File: src/rtl/iwrr_round_tracker.sv
// Credit and round manager for the interleaved weighted round-robin arbiter.
// Holds one remaining-weight credit per requester, consumes credit on grants,
// reloads all credits atomically at round boundaries and counts rounds.
module iwrr_round_tracker #(
   parameter int unsigned P_REQUESTER_NUM = 3,
   parameter int unsigned P_WEIGHT_W      = 2,
   parameter int unsigned P_ROUND_CNT_W   = 8,
   parameter int unsigned P_MODE          = 0
) (
   input  logic                                      clk,
   input  logic                                      rst_n,
   input  logic [P_REQUESTER_NUM*P_WEIGHT_W-1:0]     req_weight_i,
   input  logic [P_REQUESTER_NUM-1:0]                req_i,
   input  logic                                      grant_vld_i,
   input  logic [P_REQUESTER_NUM-1:0]                grant_i,
   output logic [P_REQUESTER_NUM*P_WEIGHT_W-1:0]     credit_o,
   output logic [P_REQUESTER_NUM-1:0]                eligible_o,
   output logic                                      round_comp_o,
   output logic [P_ROUND_CNT_W-1:0]                  round_cnt_o,
   output logic                                      err_o
);

   localparam int unsigned N  = P_REQUESTER_NUM;
   localparam int unsigned W  = P_WEIGHT_W;
   localparam int unsigned CW = P_ROUND_CNT_W;

   typedef enum logic {
      ST_INIT = 1'b0,
      ST_RUN  = 1'b1
   } state_t;

   state_t          state_q, state_d;
   logic [N*W-1:0]  credit_q, credit_d;
   logic [N-1:0]    eligible_q, eligible_d;
   logic            grant_seen_q, grant_seen_d;
   logic            round_comp_q, round_comp_d;
   logic [CW-1:0]   round_cnt_q, round_cnt_d;
   logic            err_q, err_d;

   logic            grant_onehot;
   logic            grant_ok;
   logic            hit_zero;
   logic [N*W-1:0]  credit_dec;
   logic            all_zero_cur;
   logic            all_zero_dec;
   logic            wc_idle;
   logic            complete;

   // State register
   always_ff @(posedge clk) begin
      if (!rst_n) begin
         state_q <= ST_INIT;
      end else begin
         state_q <= state_d;
      end
   end

   // Grant qualification, credit decrement, completion detect and next state
   always_comb begin
      state_d      = state_q;
      grant_onehot = 1'b0;
      grant_ok     = 1'b0;
      hit_zero     = 1'b0;
      credit_dec   = credit_q;
      all_zero_cur = 1'b1;
      all_zero_dec = 1'b1;
      wc_idle      = 1'b1;
      complete     = 1'b0;
      credit_d     = credit_q;
      eligible_d   = '0;
      grant_seen_d = grant_seen_q;
      round_comp_d = 1'b0;
      round_cnt_d  = round_cnt_q;
      err_d        = err_q;

      grant_onehot = (grant_i != '0) && ((grant_i & (grant_i - N'(1))) == '0);
      grant_ok     = (state_q == ST_RUN) && grant_vld_i && grant_onehot;

      for (int unsigned n = 0; n < N; n++) begin
         if (grant_ok && grant_i[n]) begin
            if (credit_q[n*W +: W] != '0) begin
               credit_dec[n*W +: W] = credit_q[n*W +: W] - W'(1);
            end else begin
               hit_zero = 1'b1;
            end
         end
         if (credit_q[n*W +: W] != '0) begin
            all_zero_cur = 1'b0;
         end
         if (credit_dec[n*W +: W] != '0) begin
            all_zero_dec = 1'b0;
            if (req_i[n]) begin
               wc_idle = 1'b0;
            end
         end
      end

      // Completion is judged on post-grant credits
      if (P_MODE == 0) begin
         complete = grant_ok && all_zero_dec;
      end else begin
         complete = (state_q == ST_RUN) && wc_idle && (grant_seen_q || grant_ok);
      end

      case (state_q)
         ST_INIT: begin
            credit_d     = req_weight_i;
            grant_seen_d = 1'b0;
            state_d      = ST_RUN;
            if (grant_vld_i) begin
               err_d = 1'b1;
            end
         end
         ST_RUN: begin
            credit_d     = credit_dec;
            grant_seen_d = grant_seen_q | grant_ok;
            if ((grant_vld_i && !grant_onehot) || hit_zero) begin
               err_d = 1'b1;
            end
            if (complete) begin
               credit_d     = req_weight_i;
               grant_seen_d = 1'b0;
               round_comp_d = 1'b1;
               round_cnt_d  = round_cnt_q + CW'(1);
            end else if (all_zero_cur && !grant_seen_q) begin
               // Idle with nothing to hand out: keep retrying the weights
               credit_d     = req_weight_i;
               grant_seen_d = 1'b0;
            end
         end
         default: begin
            state_d = ST_INIT;
         end
      endcase

      for (int unsigned n = 0; n < N; n++) begin
         eligible_d[n] = (state_d == ST_RUN) && (credit_d[n*W +: W] != '0);
      end
   end

   // Credit, flag and counter registers
   always_ff @(posedge clk) begin
      if (!rst_n) begin
         credit_q     <= '0;
         eligible_q   <= '0;
         grant_seen_q <= 1'b0;
         round_comp_q <= 1'b0;
         round_cnt_q  <= '0;
         err_q        <= 1'b0;
      end else begin
         credit_q     <= credit_d;
         eligible_q   <= eligible_d;
         grant_seen_q <= grant_seen_d;
         round_comp_q <= round_comp_d;
         round_cnt_q  <= round_cnt_d;
         err_q        <= err_d;
      end
   end

   assign credit_o     = credit_q;
   assign eligible_o   = eligible_q;
   assign round_comp_o = round_comp_q;
   assign round_cnt_o  = round_cnt_q;
   assign err_o        = err_q;

endmodule

File: config.mk
export PLATFORM = sky130hd
export DESIGN_NAME = iwrr_round_tracker
export DESIGN_NICKNAME = d
export VERILOG_FILES = /design/src/rtl/iwrr_round_tracker.sv
export SDC_FILE = /design/constraint.sdc
export NUM_CORES = 1
export LEC_CHECK = 0
export BUFFER_PORTS_ARGS = -buffer_cell sky130_fd_sc_hd__buf_2
export CAP_MARGIN = 5
export CORE_MARGIN = 2
export CORE_UTILIZATION = 49
export DETAILED_ROUTE_END_ITERATION = 10
export PLACE_DENSITY_LB_ADDON = 0.15
export SYNTH_ARGS = -nofsm -noshare
export SYNTH_HDL_FRONTEND = slang
export SYNTH_SLANG_ARGS = --single-unit
File: constraint.sdc
create_clock -name clk -period 2.41 [get_ports clk]
set_input_delay 0.3615 -clock clk [delete_from_list [all_inputs] [get_ports clk]]
set_output_delay 0.3615 -clock clk [all_outputs]
set_load 0.005 [all_outputs]
=== Word-level counts from Yosys, hierarchy flattened ===
Cells that the tools add are included.

* Bits in read-only memories: 0
* Bits in writable memories: 0
* Bits in latches: 0
* Input bits: 15
* Register bits after elaboration: 21
* Output and inout bits: 19
* Memories kept: 0

* $lt $le $gt $ge: 0
* Bitwise gates (word level): 3
* Divide/modulo/power cells: 0
* Multipliers: 0
* Reductions and logical operators: 26
* Shift operators: 0
* Equal/unequal tests: 2
* $add $sub $neg: 5
* Muxes and demuxes: 28

{| class="wikitable"
|+ Operators with widths
! operator !! count
|-
| $reduce_bool 2->1 || 9
|-
| $mux 1 || 17
|-
| $mux 2 || 6
|-
| $mux 6 || 2
|-
| $pmux 6 s2 || 1
|-
| $logic_and 1x1->1 || 9
|-
| $add 8x1->8 const B || 1
|-
| $reduce_and 2->1 || 3
|-
| $sub 2x1->2 const B || 3
|-
| $pmux 1 s2 || 2
|-
| $and 3x3->3 || 1
|-
| $logic_not 3->1 || 1
|-
| $reduce_bool 3->1 || 1
|-
| $sub 3x1->3 const B || 1
|-
| $logic_not 1->1 || 2
|-
| $ne 2x1->1 const B || 1
|-
| $ne 2x2->1 const B || 1
|-
| $logic_or 1x1->1 || 1
|-
| $not 1->1 || 1
|-
| $or 1x1->1 || 1
|}

=== Logic depth before layout (Yosys ltp) ===
Gate-level depths: netlist of run 1.

* Depth after elaboration: 15
* Gate-level depth with buffers: 9

=== Worst setup path before layout of run 1 ===
Ideal clock, no wire load.

* Kind: in2reg
* Start point: input port grant_i[1]
* End point: register eligible_q[0], in the netlist eligible_o[0]
* Arrival time: 1.922 ns
* Path slack: 0.356 ns
* Stages: 9
* Required time: 2.278 ns
* Cell sequence: buf_4 -> or4b_1 -> o41ai_2 -> and4_1 -> buf_4 -> nor2_1 -> buf_6 -> mux2i_1 -> a21oi_1

* Longest elaborated chain between the ends: 15
* Elaborated cells between the ends (all ways): 23
* Those cells by class: add/sub (1); mux (9); bitwise (1); reduce/logical (12)

{| class="wikitable"
|+ RTL lines
! what !! line !! source
|-
| start: declaration || 15 || <nowiki>input logic [P_REQUESTER_NUM-1:0] grant_i,</nowiki>
|-
| $sub 3x1->3 || 76 || <nowiki>grant_onehot = (grant_i != '0) && ((grant_i & (grant_i - N'(1))) == '0);</nowiki>
|-
| $and 3x3->3 || 76 ||
|-
| $logic_not 3->1 || 76 ||
|-
| $logic_and 1x1->1 || 76 ||
|-
| $logic_and 1x1->1 || 77 || <nowiki>grant_ok = (state_q == ST_RUN) && grant_vld_i && grant_onehot;</nowiki>
|-
| $logic_and 1x1->1 || 80 || <nowiki>if (grant_ok && grant_i[n]) begin</nowiki>
|-
| $mux 2 || 80 ||
|-
| $reduce_bool 2->1 || 90 || <nowiki>if (credit_dec[n*W +: W] != '0) begin</nowiki>
|-
| $mux 1 (3 in a row) || 90 ||
|-
| $logic_and 1x1->1 || 100 || <nowiki>complete = grant_ok && all_zero_dec;</nowiki>
|-
| $mux 6 * || 120 || <nowiki>if (complete) begin</nowiki>
|-
| $pmux 6 s2 * || 105 || <nowiki>case (state_q)</nowiki>
|-
| $reduce_bool 2->1 * || 137 || <nowiki>eligible_d[n] = (state_d == ST_RUN) && (credit_d[n*W +: W] != '0);</nowiki>
|-
| end signal: assignment || 152 || <nowiki>eligible_q <= eligible_d;</nowiki>
|-
| end: declaration || 34 || <nowiki>logic [N-1:0] eligible_q, eligible_d;</nowiki>
|}

Mark *: on every way between the ends. The rest lies on a longest branch, timed or not.
A chain may end at the register's enable or synchronous reset.

=== Final worst setup path of run 1 ===
* Start point: register state_q
* End point: register eligible_q[0], in the netlist eligible_o[0]

* Longest elaborated chain between the ends: 12
* Elaborated cells between the ends (all ways): 20
* Those cells by class: mux (9); bitwise (1); reduce/logical (10)

{| class="wikitable"
|+ RTL lines
! what !! line !! source
|-
| start: declaration || 32 || <nowiki>state_t state_q, state_d;</nowiki>
|-
| start signal: assignment || 54 || <nowiki>state_q <= state_d;</nowiki>
|-
| $logic_and 1x1->1 (2 in a row) || 77 ||
|-
| $logic_and 1x1->1 || 80 ||
|-
| $mux 2 || 80 ||
|-
| $reduce_bool 2->1 || 90 ||
|-
| $mux 1 (3 in a row) || 90 ||
|-
| $logic_and 1x1->1 || 100 ||
|-
| $mux 6 || 120 ||
|-
| $pmux 6 s2 * || 105 ||
|-
| $reduce_bool 2->1 * || 137 ||
|}

Marked as above.

==> out/metrics.json, run 1 <==
{
  "synth": {
    "ys_seq_elements": 21,
    "synthTopCellsByArea": "dfxtp_1 40%, nor2_1 4.3%, nand2b_1 4.1%",
    "post_synth.cell_area_avg_um2": 8.68,
    "most_numerous_cell_in_the_yosys_netlist": "dfxtp_1",
    "ys.warnings.count": 0,
    "postSynthNetCount": 138,
    "netlist.area_leader.share_pct": 39.7,
    "netlist_instances": 122,
    "count_of_flip_flops_with_a_built_in_enable_after_synthesis": 0,
    "synthesis.area_um2": 1060,
    "synth_sequential_area_ratio_pct": 39.7,
    "yosysUniqueCellTypes": 40,
    "post-synth-top-area-cell": "dfxtp_1",
    "yosys-top-cells-count": "21 x dfxtp_1, 12 x nor2_1, 10 x nand2_1",
    "synth_flop_cell": "dfxtp_1",
    "async_flop_share_pct": 0
  },
  "floorplan": {
    "num_io_pins": 34,
    "floorplan.die.width_um": 50.5,
    "design.die.area_um2": 2550,
    "core_area_um2": 2000,
    "initial_core_utilization_pct": 52.9,
    "die_height_um": 50.5,
    "rows": 16
  },
  "sta": {
    "finalHoldViolations": 0,
    "tightest_slew_ns": 0.748,
    "setup_viol_count_final": 0,
    "final_critical_period_ns": 2.16,
    "report.final.slew_viol_count": 0,
    "fmax_ghz": 0.463,
    "layout_worst_path_cycle_share_pct": 89.6,
    "slew_headroom_pct": 50.0,
    "final.setup_skew_ns": 0.00815,
    "setup_tns_ns": 0,
    "unrepaired_setup_endpoints_after_global_routing": "false"
  },
  "cts": {
    "clk-insertion-delay-late_ns": 0.30,
    "path_clk_slew_ns": 0.10,
    "cts-root-buf": "clkbuf_4",
    "cts_tree": "done",
    "ctsHtreeMaxLevel": 1,
    "cts_buf_count": 3,
    "post_cts.repair.setup_buffers": 0,
    "clkSinkCount": 21,
    "ctsLongestPathBuffers": 2
  },
  "routing": {
    "drc_violations": 0,
    "detail-route-antenna-nets": 0,
    "wl_per_cell_um": 13.3,
    "first_iter_violations": 21,
    "routed_wl_um": 2380,
    "post_drt_via_cell_ratio": 5.80,
    "first_pass_iters": 5,
    "dr_total_vias": 1038
  },
  "worst_setup_path": {
    "cp_cell_sequence": "nand2_1 -> o31ai_1 -> and4_1 -> nor2_1 -> mux2i_1 -> a21oi_1",
    "worstPathBufferInverterCount": 0,
    "worstSetupEndpointType": "register",
    "critPathKind": "reg -> reg",
    "setup.worst_path.start_class": "register",
    "critical_path.max_stage_delay_ns": 0.60,
    "worstPathMaxFanout": 12,
    "required_ns": 2.59,
    "worst_path_dominant_cell_family": "simple AND/OR/NAND/NOR gates",
    "critical-path-slowest-cell": "nor2_1",
    "worst-endpoint-arrival_ns": 2.34
  },
  "placed_design": {
    "placedInstanceArea_um2": 1210,
    "count_of_buffers_inserted_at_the_top_level_ports": 30,
    "dpl_wire_length_um": 1850,
    "gp_congestion": 0.829
  },
  "power": {
    "seqPwrFrac_pct": 56.4,
    "clockPowerShare_pct": 24.3,
    "power_frac_comb_pct": 19.3,
    "switching_share_of_power_pct": 27.8,
    "power.leakage_nw": 0.556,
    "powerDensity_nw_per_um2": 547,
    "worst_ir_drop_vdd_uv": 382,
    "internal_power_mw": 0.491,
    "power.net_switching_mw": 0.189
  },
  "grt": {
    "maximum_number_of_pins_on_one_net_before_global_route_repair": 17,
    "global_route.overflow_total": 0,
    "groute.usage.overall_pct": 20.3,
    "first_global_vias": 912,
    "grt_first_pass_wirelength_um": 4010,
    "grt_antenna_before_repair": 0
  },
  "status": {
    "run_status": "finished clean"
  },
  "layout": {
    "final_layout_size_suffix_gt1_share_pct": 25.0,
    "layout.nets": 169,
    "n_fill_cell": 195,
    "area_growth_pct": 17.4,
    "final_design_area_no_fill_um2": 1240,
    "num_antenna_cells": 0
  },
  "job": {
    "maxCapViolations": 0
  },
  "worst_hold_path": {
    "hold_path.class": "in -> reg"
  }
}
-- cell families (layout without fill, tap and decap cells) --
family	Yosys count	after routing	synth area share, %
compound gates	25	25	17.6
xor+xnor	5	5	4.14
fa+ha+maj	1	1	1.18
buf+inv	11	41	6.15
flops	21	21	39.7
mux	3	3	2.84
simple gates	56	56	28.4
-- flip-flops by register name, summed over array words and instances (netlist names) --
name	cells
round_cnt_o	8
credit_o	6
eligible_o	3
err_o	1
grant_seen_q	1
round_comp_o	1
state_q	1
-- metrics by stage --
step                total power [mW]  instances  util (%)  worst slack (ns)  hold WS [ns]
finish                         0.680        179      62.1             0.250         0.269
global route                   0.716        179      62.1            0.0322         0.258
CTS                            0.680        179      61.8             0.265         0.268
detailed placement             0.521        175      60.5             0.106         0.470
global placement               0.517        175      60.5             0.159         0.465
floorplan                      0.480        122         -             0.356         0.389
-- cells in the final DEF, fill, tap and decap left out, drive strengths merged, types with 2 or more instances in the layout --
| cell | Yosys | routed |
|---|---|---|
| or4 | 4 | 4 |
| buf | 5 | 32 |
| o21ai | 2 | 2 |
| a21oi | 5 | 5 |
| o22ai | 3 | 3 |
| dfxtp | 21 | 21 |
| xnor2 | 4 | 4 |
| inv | 5 | 5 |
| nor3 | 8 | 8 |
| nand2 | 10 | 10 |
| or3 | 2 | 2 |
| nand2b | 7 | 7 |
| o31ai | 2 | 2 |
| mux2i | 3 | 3 |
| o211a | 2 | 2 |
| o211ai | 2 | 2 |
| nor2 | 12 | 12 |
| nand4 | 3 | 3 |
| clkbuf | 1 | 4 |
| nand3 | 3 | 3 |
| a211oi | 2 | 2 |
-- final cells by class --
class	instances	area (um2)	share of cell area, %
Inverter	5	18.8	1.51
Multi-Input combinational cell	90	578	46.5
Tap cell	27	33.8	2.72
Sequential cell	21	420	33.8
Timing Repair Buffer	32	165	13.3
Clock buffer	4	26.3	2.11
-- metal layers --
metal / track usage, % / vias to the layer above / part of all wire [%]
li1: - / 507 / -
met1: 27.5 / 478 / 45
met2: 33.3 / 47 / 47
met3: 5.36 / 6 / 7.1
met4: 2.25 / 0 / 0.80
met5: 0 / - / 0
-- power by group through the flow --
| stage | registers, mW | logic, mW | clock network [mW] |
|---|---|---|---|
| 5_1_grt | 0.386 | 0.148 | 0.182 |
| 6_report | 0.383 | 0.131 | 0.165 |
| 2_1_floorplan | 0.390 | 0.0897 | 0 |
| 3_3_place_gp | 0.390 | 0.127 | 0 |
| 4_1_cts | 0.383 | 0.131 | 0.166 |
| 3_5_place_dp | 0.391 | 0.130 | 0 |
-- path summary, 6_finish.rpt --
path,slack [ns],end,cells past startpoint,startpoint
worst max register to register,0.25,eligible_o[0]$_SDFF_PN0_,6,state_q$_DFF_P_
worst min-delay path,0.27,state_q$_DFF_P_,1,rst_n
worst max-delay path,0.25,eligible_o[0]$_SDFF_PN0_,6,state_q$_DFF_P_
worst min register to register,0.49,err_o$_SDFFE_PN0P_,2,err_o$_SDFFE_PN0P_
-- timing repair --
action | in CTS | in global routing
setup endpoints to repair | 0 | 2
gates resized for setup | 0 | 1
hold buffers | 0 | 0
No activity file was read; power rests on OpenSTA's default activity.
==> run 2, diff against run 1 <==
--- a/config.mk
+++ b/config.mk
@@ -10,6 +10,7 @@
 export CORE_MARGIN = 2
 export CORE_UTILIZATION = 49
 export DETAILED_ROUTE_END_ITERATION = 10
+export MAX_ROUTING_LAYER = met4
 export PLACE_DENSITY_LB_ADDON = 0.15
 export SYNTH_ARGS = -nofsm -noshare
 export SYNTH_HDL_FRONTEND = slang
==> out/metrics.json, run 2 (synthesis gave the netlist of run 1 again) <==
{
  "cts": {
    "cts_tree": "done",
    "ctsHtreeMaxLevel": {"value": 1, "change": "unchanged"},
    "cts_hold_repair.buffers": {"value": 0, "change": "unchanged"},
    "clkSinkCount": {"value": 21, "change": "unchanged"},
    "ctsLongestPathBuffers": {"value": 2, "change": "unchanged"},
    "cts-root-buf": "clkbuf_4",
    "cts_buf_count": {"value": 3, "change": "unchanged"},
    "clk-insertion-delay-late": {"value": 0.30, "unit": "ns", "change": "about the same"},
    "path_clk_slew": {"value": 0.10, "unit": "ns", "change": "about the same"}
  },
  "layout": {
    "instances_no_fill": {"value": 179, "change": "unchanged"},
    "num_antenna_cells": {"value": 0, "change": "unchanged"},
    "leading_cell_type_in_the_layout_fill_and_taps_excluded": "buf_2",
    "area_growth": {"value": 17.4, "unit": "%", "change": "unchanged"},
    "n_fill_cell": {"value": 195, "change": "unchanged"},
    "number_of_flip_flops_under_the_largest_register_name": {"value": 8, "change": "unchanged"},
    "mostFrequentLayoutCells": "30 x buf_2, 21 x dfxtp_1, 12 x nor2_1",
    "layout.nets": {"value": 169, "change": "unchanged"},
    "fin_util": {"value": 62.1, "unit": "%", "change": "unchanged"},
    "final_layout_size_suffix_gt1_share": {"value": 25.0, "unit": "%", "change": "unchanged"}
  },
  "worst_setup_path": {
    "reg2reg_slack": {"value": 0.25, "unit": "ns", "change": "about the same"},
    "worstSetupEndpointType": "register",
    "worst_path_dominant_cell_family": "simple AND/OR/NAND/NOR gates",
    "setup.worst_path.start_class": "register",
    "critical_path.startpoint": "state_q$_DFF_P_",
    "cp_cell_sequence": "nand2_1 -> o31ai_1 -> and4_1 -> nor2_1 -> mux2i_1 -> a21oi_1",
    "crit-reg2reg-launch": "state_q$_DFF_P_",
    "critical_path.max_stage_delay": {"value": 0.60, "unit": "ns", "change": "about the same"},
    "critical-path-slowest-cell": "nor2_1",
    "worstPathBufferInverterCount": {"value": 0, "change": "unchanged"},
    "worst_r2r_endpoint": "eligible_o[0]$_SDFF_PN0_",
    "worst-endpoint-arrival": {"value": 2.34, "unit": "ns", "change": "about the same"},
    "worstPathMaxFanout": {"value": 12, "change": "unchanged"},
    "worst_r2r_path_depth": {"value": 6, "change": "unchanged"},
    "required": {"value": 2.58, "unit": "ns", "change": "about the same"},
    "critPathKind": "reg -> reg"
  },
  "floorplan": {
    "design.die.area": {"value": 2550, "unit": "um2", "change": "unchanged"},
    "initial_core_utilization": {"value": 52.9, "unit": "%", "change": "unchanged"},
    "die_height": {"value": 50.5, "unit": "um", "change": "unchanged"},
    "floorplan.die.width": {"value": 50.5, "unit": "um", "change": "unchanged"},
    "rows": {"value": 16, "change": "unchanged"},
    "core_area": {"value": 2000, "unit": "um2", "change": "unchanged"},
    "num_io_pins": {"value": 34, "change": "unchanged"}
  },
  "grt": {
    "grt_first_pass_wirelength": {"value": 4020, "unit": "um", "change": "+0.17%"},
    "groute.usage.overall": {"value": 20.9, "unit": "%", "change": "+0.61 points"},
    "global_route.overflow_total": {"value": 0, "change": "unchanged"},
    "first_global_vias": {"value": 910, "change": "-0.22%"},
    "grt_antenna_before_repair": {"value": 0, "change": "unchanged"},
    "maximum_number_of_pins_on_one_net_before_global_route_repair": {"value": 17, "change": "unchanged"}
  },
  "job": {
    "maxCapViolations": {"value": 0, "change": "unchanged"}
  },
  "routing": {
    "drc_violations": {"value": 0, "change": "unchanged"},
    "dr_total_vias": {"value": 1022, "change": "-1.5%"},
    "first_iter_violations": {"value": 21, "change": "unchanged"},
    "routed_wl": {"value": 2380, "unit": "um", "change": "-0.17%"},
    "post_drt_via_cell_ratio": {"value": 5.71, "change": "-1.5%"},
    "first_pass_iters": {"value": 4, "change": "-1"},
    "detail-route-antenna-nets": {"value": 0, "change": "unchanged"},
    "wl_per_cell": {"value": 13.3, "unit": "um", "change": "-0.17%"}
  },
  "sta": {
    "finalHoldViolations": {"value": 0, "change": "unchanged"},
    "tightest_slew": {"value": 0.753, "unit": "ns", "change": "+0.00520 ns"},
    "layout_worst_path_cycle_share": {"value": 89.8, "unit": "%", "change": "+0.14 points"},
    "slew_headroom": {"value": 49.6, "unit": "%", "change": "-0.35 points"},
    "setup_viol_count_final": {"value": 0, "change": "unchanged"},
    "fmax": {"value": 0.462, "unit": "GHz", "change": "-0.15%"},
    "setup_tns": {"value": 0, "unit": "ns", "change": "unchanged"},
    "unrepaired_setup_endpoints_after_global_routing": "false",
    "report.final.slew_viol_count": {"value": 0, "change": "unchanged"},
    "final_critical_period": {"value": 2.16, "unit": "ns", "change": "+0.00332 ns"},
    "final.setup_skew": {"value": 0.00997, "unit": "ns", "change": "+0.00182 ns"}
  },
  "power": {
    "worst_ir_drop_vdd": {"value": 381, "unit": "uV", "change": "-0.34%"},
    "powerDensity": {"value": 547, "unit": "nW/um2", "change": "-0.12%"},
    "power.leakage": {"value": 0.556, "unit": "nW", "change": "unchanged"},
    "fin_total_pwr": {"value": 0.679, "unit": "mW", "change": "-0.12%"}
  },
  "worst_hold_path": {
    "hold_path.startpoint": "rst_n",
    "timing.hold.worst_path_depth": {"value": 1, "change": "unchanged"},
    "hold_path.class": "in -> reg",
    "hold_end": "state_q$_DFF_P_"
  },
  "placed_design": {
    "dpl_wire_length": {"value": 1850, "unit": "um", "change": "unchanged"},
    "count_of_buffers_inserted_at_the_top_level_ports": {"value": 30, "change": "unchanged"},
    "gp_congestion": {"value": 0.842, "change": "+1.5%"},
    "placedCellCount": {"value": 175, "change": "unchanged"}
  },
  "status": {
    "run_status": "finished clean"
  }
}
## run 2: how the worst max path moves through the flow
stage,cells after the start,end
finish,6,eligible_o[0]$_SDFF_PN0_
global placement,7,eligible_o[0]$_SDFF_PN0_
global route,6,eligible_o[0]$_SDFF_PN0_
CTS,6,eligible_o[0]$_SDFF_PN0_
detailed placement,7,eligible_o[0]$_SDFF_PN0_
floorplan,9,eligible_o[0]$_SDFF_PN0_
## run 2: where the power goes
part           internal, mW  total (mW)  leakage [nW]  switching (mW)
combinational        0.0601       0.131         0.368          0.0712
sequential            0.366       0.383         0.172          0.0171
clock                0.0645       0.165        0.0150           0.100
## run 2: stage by stage
| stage | setup slack (ns) | instance area, um2 | hold slack (ns) |
|---|---|---|---|
| CTS | 0.265 | 1240 | 0.268 |
| detailed placement | 0.106 | 1210 | 0.470 |
| floorplan | 0.356 | 1060 | 0.389 |
| global route | 0.0326 | 1240 | 0.255 |
| global placement | 0.159 | 1210 | 0.465 |
| finish | 0.247 | 1240 | 0.273 |
## run 2: layer usage
layer  part of all wire, %  routed length [um]  GRT usage, %  vias to the layer above
li1                      -                   -             -                      510
met1                    46                1090          27.5                      468
met2                    47                1120          33.6                       42
met3                   6.4                 151          5.36                        2
met4                  0.51                  12          2.25                        0
met5                     0                   0             -                        -
## run 2: timing repair
item | 4_1_cts | 5_1_grt
setup endpoints to repair | 0 | 2
buffers inserted | 0 | 0
gates resized for setup | 0 | 1
## run 2: area by class of cell
| cell class | count | area [um2] | share of cell area [%] |
|---|---|---|---|
| Inverter | 5 | 18.8 | 1.51 |
| Clock buffer | 4 | 26.3 | 2.11 |
| Timing Repair Buffer | 32 | 165 | 13.3 |
| Tap cell | 27 | 33.8 | 2.72 |
| Sequential cell | 21 | 420 | 33.8 |
| Multi-Input combinational cell | 90 | 578 | 46.5 |
==> run 3, diff against run 2 <==
--- a/config.mk
+++ b/config.mk
@@ -7,8 +7,8 @@
 export LEC_CHECK = 0
 export BUFFER_PORTS_ARGS = -buffer_cell sky130_fd_sc_hd__buf_2
 export CAP_MARGIN = 5
-export CORE_MARGIN = 2
-export CORE_UTILIZATION = 49
+export CORE_MARGIN = 8
+export CORE_UTILIZATION = 40
 export DETAILED_ROUTE_END_ITERATION = 10
 export MAX_ROUTING_LAYER = met4
 export PLACE_DENSITY_LB_ADDON = 0.15
==> out/metrics.json, run 3 (synthesis gave the netlist of run 1 again) <==
{
  "job": {
    "maxCapViolations": {"value": 0, "change": "unchanged"}
  },
  "layout": {
    "num_antenna_cells": {"value": 0, "change": "unchanged"},
    "area_growth_pct": 18.1,
    "leading_cell_type_in_the_layout_fill_and_taps_excluded": "buf_2",
    "number_of_flip_flops_under_the_largest_register_name": {"value": 8, "change": "unchanged"},
    "mostFrequentLayoutCells": "30 x buf_2, 21 x dfxtp_1, 11 x nor2_1",
    "final_design_area_no_fill": {"value": 1250, "unit": "um2", "change": "+0.60%"},
    "final_layout_size_suffix_gt1_share": {"value": 26.3, "unit": "%", "change": "+1.3 points"},
    "layout.nets": {"value": 169, "change": "unchanged"}
  },
  "sta": {
    "fmax": {"value": 0.465, "unit": "GHz", "change": "+0.53%"},
    "final.setup_skew": {"value": 0.00226, "unit": "ns", "change": "-0.00771 ns"},
    "final_critical_period": {"value": 2.15, "unit": "ns", "change": "-0.0115 ns"},
    "finalHoldViolations": {"value": 0, "change": "unchanged"},
    "report.final.slew_viol_count": {"value": 0, "change": "unchanged"},
    "slew_headroom": {"value": 67.4, "unit": "%", "change": "+18 points"},
    "setup_viol_count_final": {"value": 0, "change": "unchanged"},
    "setup_tns": {"value": 0, "unit": "ns", "change": "unchanged"},
    "unrepaired_setup_endpoints_after_global_routing": "false",
    "layout_worst_path_cycle_share": {"value": 89.3, "unit": "%", "change": "-0.48 points"},
    "hold_ws": {"value": 0.255, "unit": "ns", "change": "-0.0177 ns"},
    "tightest_slew": {"value": 0.489, "unit": "ns", "change": "-0.264 ns"}
  },
  "power": {
    "power.leakage": {"value": 0.559, "unit": "nW", "change": "+0.50%"},
    "powerDensity": {"value": 553, "unit": "nW/um2", "change": "+1.3%"},
    "worst_ir_drop_vdd": {"value": 414, "unit": "uV", "change": "+8.8%"}
  },
  "cts": {
    "cts_buf_count": {"value": 3, "change": "unchanged"},
    "cts-root-buf": "clkbuf_4",
    "ctsHtreeMaxLevel": {"value": 1, "change": "unchanged"},
    "path_clk_slew": {"value": 0.12, "unit": "ns", "change": "+0.02 ns"},
    "clk-insertion-delay-late": {"value": 0.31, "unit": "ns", "change": "about the same"},
    "cts_tree": "done",
    "ctsLongestPathBuffers": {"value": 2, "change": "unchanged"},
    "clkSinkCount": {"value": 21, "change": "unchanged"}
  },
  "worst_setup_path": {
    "critPathKind": "reg -> reg",
    "worstSetupEndpointType": "register",
    "setup.worst_path.start_class": "register",
    "worst-endpoint-arrival": {"value": 2.34, "unit": "ns", "change": "about the same"},
    "required": {"value": 2.60, "unit": "ns", "change": "+0.02 ns"},
    "worstPathMaxFanout": {"value": 7, "change": "-5"}
  },
  "grt": {
    "first_global_vias": {"value": 937, "change": "+3.0%"},
    "grt_first_pass_wirelength": {"value": 4310, "unit": "um", "change": "+7.2%"},
    "global_route.overflow_total": {"value": 0, "change": "unchanged"},
    "grt_antenna_before_repair": {"value": 0, "change": "unchanged"},
    "maximum_number_of_pins_on_one_net_before_global_route_repair": {"value": 17, "change": "unchanged"},
    "groute.usage.overall": {"value": 12.2, "unit": "%", "change": "-8.7 points"}
  },
  "placed_design": {
    "dpl_wire_length": {"value": 1930, "unit": "um", "change": "+4.4%"},
    "count_of_buffers_inserted_at_the_top_level_ports": {"value": 30, "change": "unchanged"},
    "gp_congestion": {"value": 0.833, "change": "-0.97%"},
    "placedInstanceArea": {"value": 1210, "unit": "um2", "change": "+0.31%"}
  },
  "floorplan": {
    "num_io_pins": {"value": 34, "change": "unchanged"},
    "die_height": {"value": 67.4, "unit": "um", "change": "+34%"},
    "core_area": {"value": 2500, "unit": "um2", "change": "+25%"},
    "initial_core_utilization": {"value": 42.3, "unit": "%", "change": "-11 points"},
    "rows": {"value": 18, "change": "+2"},
    "floorplan.die.width": {"value": 67.4, "unit": "um", "change": "+34%"},
    "design.die.area": {"value": 4550, "unit": "um2", "change": "+78%"}
  },
  "status": {
    "run_status": "finished clean"
  },
  "routing": {
    "routed_wl": {"value": 2480, "unit": "um", "change": "+4.5%"},
    "drc_violations": {"value": 0, "change": "unchanged"},
    "first_iter_violations": {"value": 53, "change": "+150%"},
    "dr_total_vias": {"value": 976, "change": "-4.5%"},
    "post_drt_via_cell_ratio": {"value": 5.36, "change": "-6.1%"},
    "first_pass_iters": {"value": 4, "change": "unchanged"},
    "detail-route-antenna-nets": {"value": 0, "change": "unchanged"},
    "wl_per_cell": {"value": 13.6, "unit": "um", "change": "+2.8%"}
  },
  "worst_hold_path": {
    "hold_path.class": "in -> reg"
  }
}
==> run 3: changes by cell type in the layout (fill, tap and decap cells not counted), sizes merged <==
cell and delta:
clkinv +1, clkbuf -1
==> run 3: power by group <==
group / switching (mW) / internal, mW / total, mW
clock: 0.115 / 0.0620 / 0.177
combinational: 0.0714 / 0.0604 / 0.132
sequential: 0.0170 / 0.366 / 0.383
total: 0.203 / 0.489 / 0.692
==> run 3: routing by layer <==
layer | track usage (%) | share of wire [%]
met1 | 15.9 | 50
met2 | 18.2 | 44
met3 | 3.15 | 5.8
met4 | 3.13 | 0.93
met5 | - | 0
==> run 3: path summary, 6_finish.rpt <==
check / start / endpoint / slack [ns] / depth (start not counted)
setup / recovery: credit_o[1]$_SDFF_PN0_ / eligible_o[0]$_SDFF_PN0_ / 0.26 / 6
hold / removal: rst_n / state_q$_DFF_P_ / 0.25 / 1
setup reg to reg: credit_o[1]$_SDFF_PN0_ / eligible_o[0]$_SDFF_PN0_ / 0.26 / 6
hold reg to reg: round_cnt_o[1]$_SDFFE_PN0P_ / round_cnt_o[1]$_SDFFE_PN0P_ / 0.49 / 2
==> run 3: worst max-delay path, stage by stage, from the launching register on <==
cell and delay [ns]:
dfxtp_1 0.39, or4b_1 0.54, o41ai_2 0.26, nand4_1 0.26
and2_1 0.27, o22ai_1 0.22, a21oi_1 0.09
==> run 3: cell type report <==
class / instances / area, um2
Fill cell: 255 / 1250
Tap cell: 30 / 37.5
Inverter: 5 / 18.8
Multi-Input combinational cell: 90 / 581
Clock buffer: 3 / 22.5
Clock inverter: 1 / 5.00
Timing Repair Buffer: 32 / 165
Sequential cell: 21 / 420
==> run 3: through the flow <==
stage               power (mW)  utilization (%)  cells  setup WS [ns]
finish                   0.692             50.0    182          0.258
global placement         0.520             48.6    178          0.147
floorplan                0.480                -    122          0.356
global route             0.734             50.0    182         0.0330
CTS                      0.699             49.7    182          0.222
detailed placement       0.522             48.6    178         0.0638
==> run 3: timing repair <==
| item | CTS | global route |
|---|---|---|
| hold buffers | 0 | 0 |
| resized for setup | 0 | 2 |
| hold endpoints to repair | 0 | 0 |
| setup endpoints to repair | 0 | 1 |
| buffers inserted | 0 | 0 |
